[config.mk]
export PLATFORM = sky130hd
export DESIGN_NAME = csi_rx_capture_ctrl_flat
export DESIGN_NICKNAME = d
export VERILOG_FILES = /design/src/rtl/csi_rx_capture_ctrl_if.sv /design/src/rtl/csi_rx_capture_ctrl.sv /design/src/flat_wrapper.sv
export SDC_FILE = /design/constraint.sdc
export NUM_CORES = 1
export LEC_CHECK = 0
export ABC_CLOCK_PERIOD_IN_PS = 4500
export CAP_MARGIN = 20
export CORE_MARGIN = 4
export CORE_UTILIZATION = 33
export CTS_CLUSTER_DIAMETER = 150
export CTS_CLUSTER_SIZE = 10
export DETAILED_ROUTE_END_ITERATION = 16
export PLACE_DENSITY = 0.5
export SLEW_MARGIN = 10
export SYNTH_ARGS = -nofsm -noshare
export SYNTH_HDL_FRONTEND = slang
export SYNTH_SLANG_ARGS = --single-unit
[constraint.sdc]
create_clock -name clock_i -period 4.5 [get_ports clock_i]
set_input_delay 0.9 -clock clock_i [delete_from_list [all_inputs] [get_ports clock_i]]
set_output_delay 0.9 -clock clock_i [all_outputs]
set_load 0.01 [all_outputs]
[src/rtl/csi_rx_capture_ctrl_if.sv]
// Payload stream from the CSI-2 packet handler and gated stream to the frame writer.
// The slave modport is the capture controller's view; master is the surrounding logic.
interface csi_rx_capture_ctrl_if;
   logic        vsync;
   logic        in_frame;
   logic [31:0] payload_data;
   logic        payload_enable;
   logic        payload_frame;
   logic [31:0] out_data;
   logic        out_valid;
   logic        out_sof;
   logic        out_eol;
   logic        out_eof;

   modport master (
      output vsync, in_frame, payload_data, payload_enable, payload_frame,
      input  out_data, out_valid, out_sof, out_eol, out_eof
   );

   modport slave (
      input  vsync, in_frame, payload_data, payload_enable, payload_frame,
      output out_data, out_valid, out_sof, out_eol, out_eof
   );
endinterface

[src/rtl/csi_rx_capture_ctrl.sv]
// Frame-capture sequencer: arm, skip N frames, gate payload of one or successive
// frames, check line/frame geometry and raise sticky error flags.
module csi_rx_capture_ctrl #(
   parameter int unsigned WCNT_W  = 16,
   parameter int unsigned LCNT_W  = 16,
   parameter int unsigned FCNT_W  = 8,
   parameter logic [23:0] TIMEOUT = 24'd16777215
) (
   input  logic                  clock_i,
   input  logic                  reset_i,
   input  logic                  arm_i,
   input  logic                  abort_i,
   input  logic                  continuous_i,
   input  logic [3:0]            skip_frames_i,
   input  logic [WCNT_W-1:0]     exp_words_i,
   input  logic [LCNT_W-1:0]     exp_lines_i,
   csi_rx_capture_ctrl_if.slave  bus,
   output logic                  busy_o,
   output logic                  done_o,
   output logic [FCNT_W-1:0]     frame_count_o,
   output logic                  err_line_len_o,
   output logic                  err_line_count_o,
   output logic                  err_sync_o,
   output logic                  err_timeout_o
);

   typedef enum logic [2:0] {
      ST_IDLE    = 3'd0,
      ST_WAIT_FS = 3'd1,
      ST_SKIP    = 3'd2,
      ST_CAPTURE = 3'd3,
      ST_DONE    = 3'd4
   } state_e;

   state_e              state_q, state_d;
   logic                cont_q, cont_d;
   logic [WCNT_W-1:0]   exp_words_q, exp_words_d;
   logic [LCNT_W-1:0]   exp_lines_q, exp_lines_d;
   logic [3:0]          skip_ctr_q, skip_ctr_d;
   logic [23:0]         tmo_q, tmo_d;
   logic [WCNT_W-1:0]   word_ctr_q, word_ctr_d;
   logic [LCNT_W-1:0]   line_ctr_q, line_ctr_d;
   logic                sof_pend_q, sof_pend_d;
   logic                abort_pend_q, abort_pend_d;
   logic                prev_in_frame_q, prev_pframe_q;

   logic [31:0]         out_data_q, out_data_d;
   logic                out_valid_q, out_valid_d;
   logic                out_sof_q, out_sof_d;
   logic                out_eol_q, out_eol_d;
   logic                out_eof_q, out_eof_d;
   logic                busy_q, busy_d;
   logic                done_q, done_d;
   logic [FCNT_W-1:0]   frame_count_q, frame_count_d;
   logic                err_line_len_q, err_line_len_d;
   logic                err_line_count_q, err_line_count_d;
   logic                err_sync_q, err_sync_d;
   logic                err_timeout_q, err_timeout_d;

   logic                frame_end;
   logic                line_end;
   logic                sync_restart;
   logic                sof_now;
   logic [WCNT_W-1:0]   word_base, word_next;
   logic [LCNT_W-1:0]   line_base, line_next;

   assign frame_end = prev_in_frame_q & ~bus.in_frame;
   assign line_end  = prev_pframe_q & ~bus.payload_frame;
   // A second frame start while the frame is still open means FE was lost.
   assign sync_restart = bus.vsync & prev_in_frame_q & bus.in_frame;

   // Next-state, counter and output-register decode.
   always_comb begin
      state_d          = state_q;
      cont_d           = cont_q;
      exp_words_d      = exp_words_q;
      exp_lines_d      = exp_lines_q;
      skip_ctr_d       = skip_ctr_q;
      tmo_d            = tmo_q;
      word_ctr_d       = word_ctr_q;
      line_ctr_d       = line_ctr_q;
      sof_pend_d       = sof_pend_q;
      abort_pend_d     = abort_pend_q;
      out_data_d       = 32'd0;
      out_valid_d      = 1'b0;
      out_sof_d        = 1'b0;
      out_eol_d        = 1'b0;
      out_eof_d        = 1'b0;
      frame_count_d    = frame_count_q;
      err_line_len_d   = err_line_len_q;
      err_line_count_d = err_line_count_q;
      err_sync_d       = err_sync_q;
      err_timeout_d    = err_timeout_q;
      sof_now          = 1'b0;
      word_base        = word_ctr_q;
      word_next        = word_ctr_q;
      line_base        = line_ctr_q;
      line_next        = line_ctr_q;

      case (state_q)
         ST_IDLE: begin
            if (arm_i) begin
               state_d          = ST_WAIT_FS;
               cont_d           = continuous_i;
               exp_words_d      = exp_words_i;
               exp_lines_d      = exp_lines_i;
               skip_ctr_d       = skip_frames_i;
               tmo_d            = 24'd0;
               abort_pend_d     = 1'b0;
               frame_count_d    = '0;
               err_line_len_d   = 1'b0;
               err_line_count_d = 1'b0;
               err_sync_d       = 1'b0;
               err_timeout_d    = 1'b0;
            end else begin
               state_d = ST_IDLE;
            end
         end

         ST_WAIT_FS: begin
            if (abort_i) begin
               state_d = ST_IDLE;
            end else if (bus.vsync) begin
               word_ctr_d = '0;
               line_ctr_d = '0;
               tmo_d      = 24'd0;
               if (skip_ctr_q != 4'd0) begin
                  state_d = ST_SKIP;
               end else begin
                  state_d    = ST_CAPTURE;
                  sof_pend_d = 1'b1;
               end
            end else if (tmo_q == (TIMEOUT - 24'd1)) begin
               err_timeout_d = 1'b1;
               state_d       = ST_IDLE;
            end else begin
               tmo_d = tmo_q + 24'd1;
            end
         end

         ST_SKIP: begin
            if (abort_i) begin
               state_d = ST_IDLE;
            end else if (frame_end) begin
               skip_ctr_d = skip_ctr_q - 4'd1;
               tmo_d      = 24'd0;
               state_d    = ST_WAIT_FS;
            end else begin
               state_d = ST_SKIP;
            end
         end

         ST_CAPTURE: begin
            if (abort_i) begin
               abort_pend_d = 1'b1;
            end else begin
               abort_pend_d = abort_pend_q;
            end

            out_valid_d = bus.payload_enable;
            out_data_d  = bus.payload_enable ? bus.payload_data : 32'd0;

            if (sync_restart) begin
               err_sync_d = 1'b1;
               word_base  = '0;
               line_base  = '0;
               sof_now    = 1'b1;
            end else begin
               sof_now    = sof_pend_q;
            end
            out_sof_d  = sof_now & bus.payload_enable;
            sof_pend_d = sof_now & ~bus.payload_enable;

            // A word arriving on the line-end cycle still belongs to the ending line.
            if (bus.payload_enable && (word_base != {WCNT_W{1'b1}})) begin
               word_next = word_base + WCNT_W'(1);
            end else begin
               word_next = word_base;
            end

            if (line_end) begin
               out_eol_d = 1'b1;
               if (word_next != exp_words_q) begin
                  err_line_len_d = 1'b1;
               end else begin
                  err_line_len_d = err_line_len_q;
               end
               if (line_base != {LCNT_W{1'b1}}) begin
                  line_next = line_base + LCNT_W'(1);
               end else begin
                  line_next = line_base;
               end
               word_ctr_d = '0;
            end else begin
               line_next  = line_base;
               word_ctr_d = word_next;
            end
            line_ctr_d = line_next;

            if (frame_end) begin
               out_eof_d     = 1'b1;
               frame_count_d = frame_count_q + FCNT_W'(1);
               word_ctr_d    = '0;
               line_ctr_d    = '0;
               if (line_next != exp_lines_q) begin
                  err_line_count_d = 1'b1;
               end else begin
                  err_line_count_d = err_line_count_q;
               end
               if (cont_q && !abort_pend_q && !abort_i) begin
                  state_d = ST_WAIT_FS;
                  tmo_d   = 24'd0;
               end else begin
                  state_d = ST_DONE;
               end
            end else begin
               state_d = ST_CAPTURE;
            end
         end

         ST_DONE: begin
            state_d = ST_IDLE;
         end

         default: begin
            state_d = ST_IDLE;
         end
      endcase

      busy_d = (state_d != ST_IDLE);
      done_d = (state_d == ST_DONE);
   end

   // State, counters, edge-detect history and registered outputs.
   always_ff @(posedge clock_i) begin
      if (reset_i) begin
         state_q          <= ST_IDLE;
         cont_q           <= 1'b0;
         exp_words_q      <= '0;
         exp_lines_q      <= '0;
         skip_ctr_q       <= 4'd0;
         tmo_q            <= 24'd0;
         word_ctr_q       <= '0;
         line_ctr_q       <= '0;
         sof_pend_q       <= 1'b0;
         abort_pend_q     <= 1'b0;
         prev_in_frame_q  <= 1'b0;
         prev_pframe_q    <= 1'b0;
         out_data_q       <= 32'd0;
         out_valid_q      <= 1'b0;
         out_sof_q        <= 1'b0;
         out_eol_q        <= 1'b0;
         out_eof_q        <= 1'b0;
         busy_q           <= 1'b0;
         done_q           <= 1'b0;
         frame_count_q    <= '0;
         err_line_len_q   <= 1'b0;
         err_line_count_q <= 1'b0;
         err_sync_q       <= 1'b0;
         err_timeout_q    <= 1'b0;
      end else begin
         state_q          <= state_d;
         cont_q           <= cont_d;
         exp_words_q      <= exp_words_d;
         exp_lines_q      <= exp_lines_d;
         skip_ctr_q       <= skip_ctr_d;
         tmo_q            <= tmo_d;
         word_ctr_q       <= word_ctr_d;
         line_ctr_q       <= line_ctr_d;
         sof_pend_q       <= sof_pend_d;
         abort_pend_q     <= abort_pend_d;
         prev_in_frame_q  <= bus.in_frame;
         prev_pframe_q    <= bus.payload_frame;
         out_data_q       <= out_data_d;
         out_valid_q      <= out_valid_d;
         out_sof_q        <= out_sof_d;
         out_eol_q        <= out_eol_d;
         out_eof_q        <= out_eof_d;
         busy_q           <= busy_d;
         done_q           <= done_d;
         frame_count_q    <= frame_count_d;
         err_line_len_q   <= err_line_len_d;
         err_line_count_q <= err_line_count_d;
         err_sync_q       <= err_sync_d;
         err_timeout_q    <= err_timeout_d;
      end
   end

   assign bus.out_data     = out_data_q;
   assign bus.out_valid    = out_valid_q;
   assign bus.out_sof      = out_sof_q;
   assign bus.out_eol      = out_eol_q;
   assign bus.out_eof      = out_eof_q;
   assign busy_o           = busy_q;
   assign done_o           = done_q;
   assign frame_count_o    = frame_count_q;
   assign err_line_len_o   = err_line_len_q;
   assign err_line_count_o = err_line_count_q;
   assign err_sync_o       = err_sync_q;
   assign err_timeout_o    = err_timeout_q;

endmodule

[src/flat_wrapper.sv]
// flat-port wrapper written by rule: the top's interface ports become plain ports
module csi_rx_capture_ctrl_flat 
#(
   parameter int unsigned WCNT_W  = 16,
   parameter int unsigned LCNT_W  = 16,
   parameter int unsigned FCNT_W  = 8,
   parameter logic [23:0] TIMEOUT = 24'd16777215
)
  (clock_i, reset_i, arm_i, abort_i, continuous_i, skip_frames_i, exp_words_i, exp_lines_i, busy_o, done_o, frame_count_o, err_line_len_o, err_line_count_o, err_sync_o, err_timeout_o, bus_vsync, bus_in_frame, bus_payload_data, bus_payload_enable, bus_payload_frame, bus_out_data, bus_out_valid, bus_out_sof, bus_out_eol, bus_out_eof);
  csi_rx_capture_ctrl_if bus_i ();
  input  logic clock_i;
  input  logic reset_i;
  input  logic arm_i;
  input  logic abort_i;
  input  logic continuous_i;
  input  logic [3:0] skip_frames_i;
  input  logic [WCNT_W-1:0] exp_words_i;
  input  logic [LCNT_W-1:0] exp_lines_i;
  output logic busy_o;
  output logic done_o;
  output logic [FCNT_W-1:0] frame_count_o;
  output logic err_line_len_o;
  output logic err_line_count_o;
  output logic err_sync_o;
  output logic err_timeout_o;
  input wire logic [$bits(bus_i.vsync)-1:0] bus_vsync;
  input wire logic [$bits(bus_i.in_frame)-1:0] bus_in_frame;
  input wire logic [$bits(bus_i.payload_data)-1:0] bus_payload_data;
  input wire logic [$bits(bus_i.payload_enable)-1:0] bus_payload_enable;
  input wire logic [$bits(bus_i.payload_frame)-1:0] bus_payload_frame;
  output wire logic [$bits(bus_i.out_data)-1:0] bus_out_data;
  output wire logic [$bits(bus_i.out_valid)-1:0] bus_out_valid;
  output wire logic [$bits(bus_i.out_sof)-1:0] bus_out_sof;
  output wire logic [$bits(bus_i.out_eol)-1:0] bus_out_eol;
  output wire logic [$bits(bus_i.out_eof)-1:0] bus_out_eof;
  assign bus_i.vsync = bus_vsync;
  assign bus_i.in_frame = bus_in_frame;
  assign bus_i.payload_data = bus_payload_data;
  assign bus_i.payload_enable = bus_payload_enable;
  assign bus_i.payload_frame = bus_payload_frame;
  assign bus_out_data = bus_i.out_data;
  assign bus_out_valid = bus_i.out_valid;
  assign bus_out_sof = bus_i.out_sof;
  assign bus_out_eol = bus_i.out_eol;
  assign bus_out_eof = bus_i.out_eof;
  csi_rx_capture_ctrl #(.WCNT_W(WCNT_W), .LCNT_W(LCNT_W), .FCNT_W(FCNT_W), .TIMEOUT(TIMEOUT)) u_core (.clock_i(clock_i), .reset_i(reset_i), .arm_i(arm_i), .abort_i(abort_i), .continuous_i(continuous_i), .skip_frames_i(skip_frames_i), .exp_words_i(exp_words_i), .exp_lines_i(exp_lines_i), .bus(bus_i), .busy_o(busy_o), .done_o(done_o), .frame_count_o(frame_count_o), .err_line_len_o(err_line_len_o), .err_line_count_o(err_line_count_o), .err_sync_o(err_sync_o), .err_timeout_o(err_timeout_o));
endmodule
==> out/results.tsv <==
stage	metric	value	unit
setup_path	rrSetupSlack	1.60	ns
logic_synthesis	synthArstFlopShare	0	%
route	num_vias	7236	
global_route	grt_max_degree	54	
global_route	grt_pass1_vias	6897	
outcome	status	finished, final reports clean	
setup_path	start_kind	input pin	
placement	place_hpwl	16200	um
sta	timing.fmax	275	MHz
cts	clkSinkCount	150	
die	dieArea	25900	um^2
placement	place_area	9270	um^2
min_path	hold_path.class	flip-flop to flip-flop	
logic_synthesis	seq_area_frac_synth	38.9	%
route	drt_first_pass_iters	5	
logic_synthesis	synth_mux_area_share	1.09	%
placement	portBuffers	126	
logic_synthesis	ys_seq_elements	150	
global_route	track_usage	17.8	%
final_layout	instances_no_fill	1385	
logic_synthesis	synth_area	7710	um^2
placement	place_inst	1352	
sta	slew_violations	0	
die	start_util	33.8	%
sta	hold_viol_final	0	
cts	postCtsHoldBufs	0	
route	drt_first_iter_violations	504	
sta	slew_headroom	55.3	%
logic_synthesis	synth_top_cell_by_area	dfxtp_1	
logic_synthesis	yosysWarnings	0	
die	row_count	55	
sta	rsz0062_at_grt	no	
global_route	antenna_found_initial	1	
logic_synthesis	synth_top_area_share	38.9	%
sta	finalSetupViolCount	0	
placement	pre_cts_ws	0.424	ns
logic_synthesis	synth_common_cells	dfxtp_1 (150), nand2_1 (125), nor2_1 (86)	
cts	clock_latency	0.43	ns
logic_synthesis	synth_flop_cell	dfxtp_1	
route	detail_route.wl_per_cell	16.6	um
final_layout	syn_to_final_growth	28.0	%
cts	cts_buffer_depth	2	
job	maxCapViolations	0	
final_layout	final_layout_size_suffix_gt1_share	7.10	%
pwr	power_density	316	nW/um^2
sta	holdWs	0.472	ns
final_layout	fin_nets	1141	
logic_synthesis	synth_top_family_by_area	simple AND/OR/NAND/NOR gates	
pwr	max-vdd-ir-drop	0.000184	V
cts	cts.htree.levels	4	
cts	cts_setup_buffers	0	
logic_synthesis	synth_compound_area_share	17.6	%
die	die_y	161	um
logic_synthesis	yosysMostFrequentCell	dfxtp_1	
sta	max_slew.worst_pin.slew	0.671	ns
setup_path	arrival	3.94	ns
die	pin_count	127	
pwr	p_leak	3.42	nW
logic_synthesis	synth_cells	948	
final_layout	final_core_util	43.2	%
sta	fin_crit	3.63	ns
sta	postLayoutSetupSlackWorst	0.865	ns
logic_synthesis	ys_types	75	
logic_synthesis	synth_xor_area_share	7.79	%
setup_path	cp.required	4.81	ns
global_route	grt_pass1_wl	37300	um
cts	postCtsResizedCells	0	
cts	path_clk_slew	0.07	ns
setup_path	path_class	input pin to flip-flop	
route	vias_per_cell	5.22	
setup_path	path_max_fanout	8	
sta	fin_crit_sh	80.8	%
logic_synthesis	synthAdderAreaFrac	0.974	%
pwr	total_power	3.12	mW
route	wl	23100	um
sta	tns	0	ns
cts	cts-root-buf	clkbuf_16	
setup_path	endpoint_kind	flip-flop	
logic_synthesis	syn_nets	1031	
logic_synthesis	synthSimpleGateAreaFrac	29.6	%
logic_synthesis	syn_avg_cell_area	8.13	um^2
die	fp.dieW	161	um
global_route	grt.overflow.total	0	
die	core	22800	um^2
route	final_antenna_net_count	0	
cts	cts_tree	built	
route	drc	0	
logic_synthesis	synth_edf_count	0	
cts	cts_buffers	17	
final_layout	stdcell_area	9870	um^2
logic_synthesis	yosys-top-cells-area	dfxtp_1 (39%), nand2_1 (6.1%), a21oi_1 (4.9%), nor2_1 (4.2%), xnor2_1 (3.9%)	
sta	skew	0.0107	ns
placement	globalplace.congestion	0.852	
cell type report:
cell class                      count  area (um^2)
Clock inverter                     15          176
Fill cell                        2329        13000
Multi-Input combinational cell    725         4400
Antenna cell                        1         2.50
Sequential cell                   150         3000
Clock buffer                       17          425
Inverter                           19         71.3
Tap cell                          313          392
Timing Repair Buffer              145         1400
placed cells by master, fill, tap and decap left out, types with 5 or more instances in the layout:
cell,count
dfxtp_1,150
nand2_1,125
clkdlybuf4s50_1,125
nor2_1,86
a21oi_1,76
and2_1,44
o21ai_0,38
xnor2_1,34
xor2_1,32
nand3_1,31
nand4_1,30
and3_1,24
inv_1,19
buf_4,19
clkbuf_16,17
nand2b_1,16
nor3_1,16
a32oi_1,13
and4_1,13
nor4_1,10
nor2b_1,9
a22oi_1,9
or3_1,7
a31oi_1,7
a211oi_1,6
ha_1,6
inv_8,6
mux2i_1,5
o211ai_1,5
where the power goes:
group	total, mW	switching, mW	internal [mW]
clock network	1.45	0.695	0.753
logic	0.281	0.146	0.135
registers	1.39	0.0314	1.35
state kept, by name, indices dropped and copies added, names as in the netlist, 3 cells and up:
register	cells
u_core.tmo_q	24
u_core.bus.out_data	32
u_core.state_q	3
u_core.exp_lines_q	16
u_core.word_ctr_q	16
u_core.line_ctr_q	16
u_core.skip_ctr_q	4
u_core.frame_count_o	8
u_core.exp_words_q	16
final timing paths:
path                                              end  depth (start not counted)                    from
worst max-delay path            u_core.err_line_len_o                         11            bus_in_frame
worst min-delay path            u_core.exp_words_q[7]                          2   u_core.exp_words_q[7]
worst max register to register  u_core.err_line_len_o                         10  u_core.prev_in_frame_q
worst min register to register  u_core.exp_words_q[7]                          2   u_core.exp_words_q[7]
per-layer routing:
| metal | track usage [%] | vias to the layer above | routed length (um) |
|---|---|---|---|
| met2 | 28.0 | 187 | 10500 |
| met5 | 0 | - | 0 |
| met1 | 24.4 | 3418 | 10900 |
| li1 | - | 3599 | - |
| met3 | 3.75 | 32 | 1220 |
| met4 | 5.58 | 0 | 434 |
cells by family after synthesis:
kind of cell | Yosys count
mux | 8
compound gates | 205
buf+inv | 73
simple gates | 439
fa+ha+maj | 6
xor+xnor | 67
flops | 150
critical path, cell delays in order:
cell and delay [ns]:
clkdlybuf4s50_1 0.66, nand3_2 0.22, and2_1 0.21, ha_1 0.23, and4_1 0.22, and3_1 0.29
a21boi_2 0.25, mux2i_1 0.10, o221a_1 0.24, a2111oi_1 0.47, a31oi_1 0.14
No activity file was read; power rests on OpenSTA's default activity.
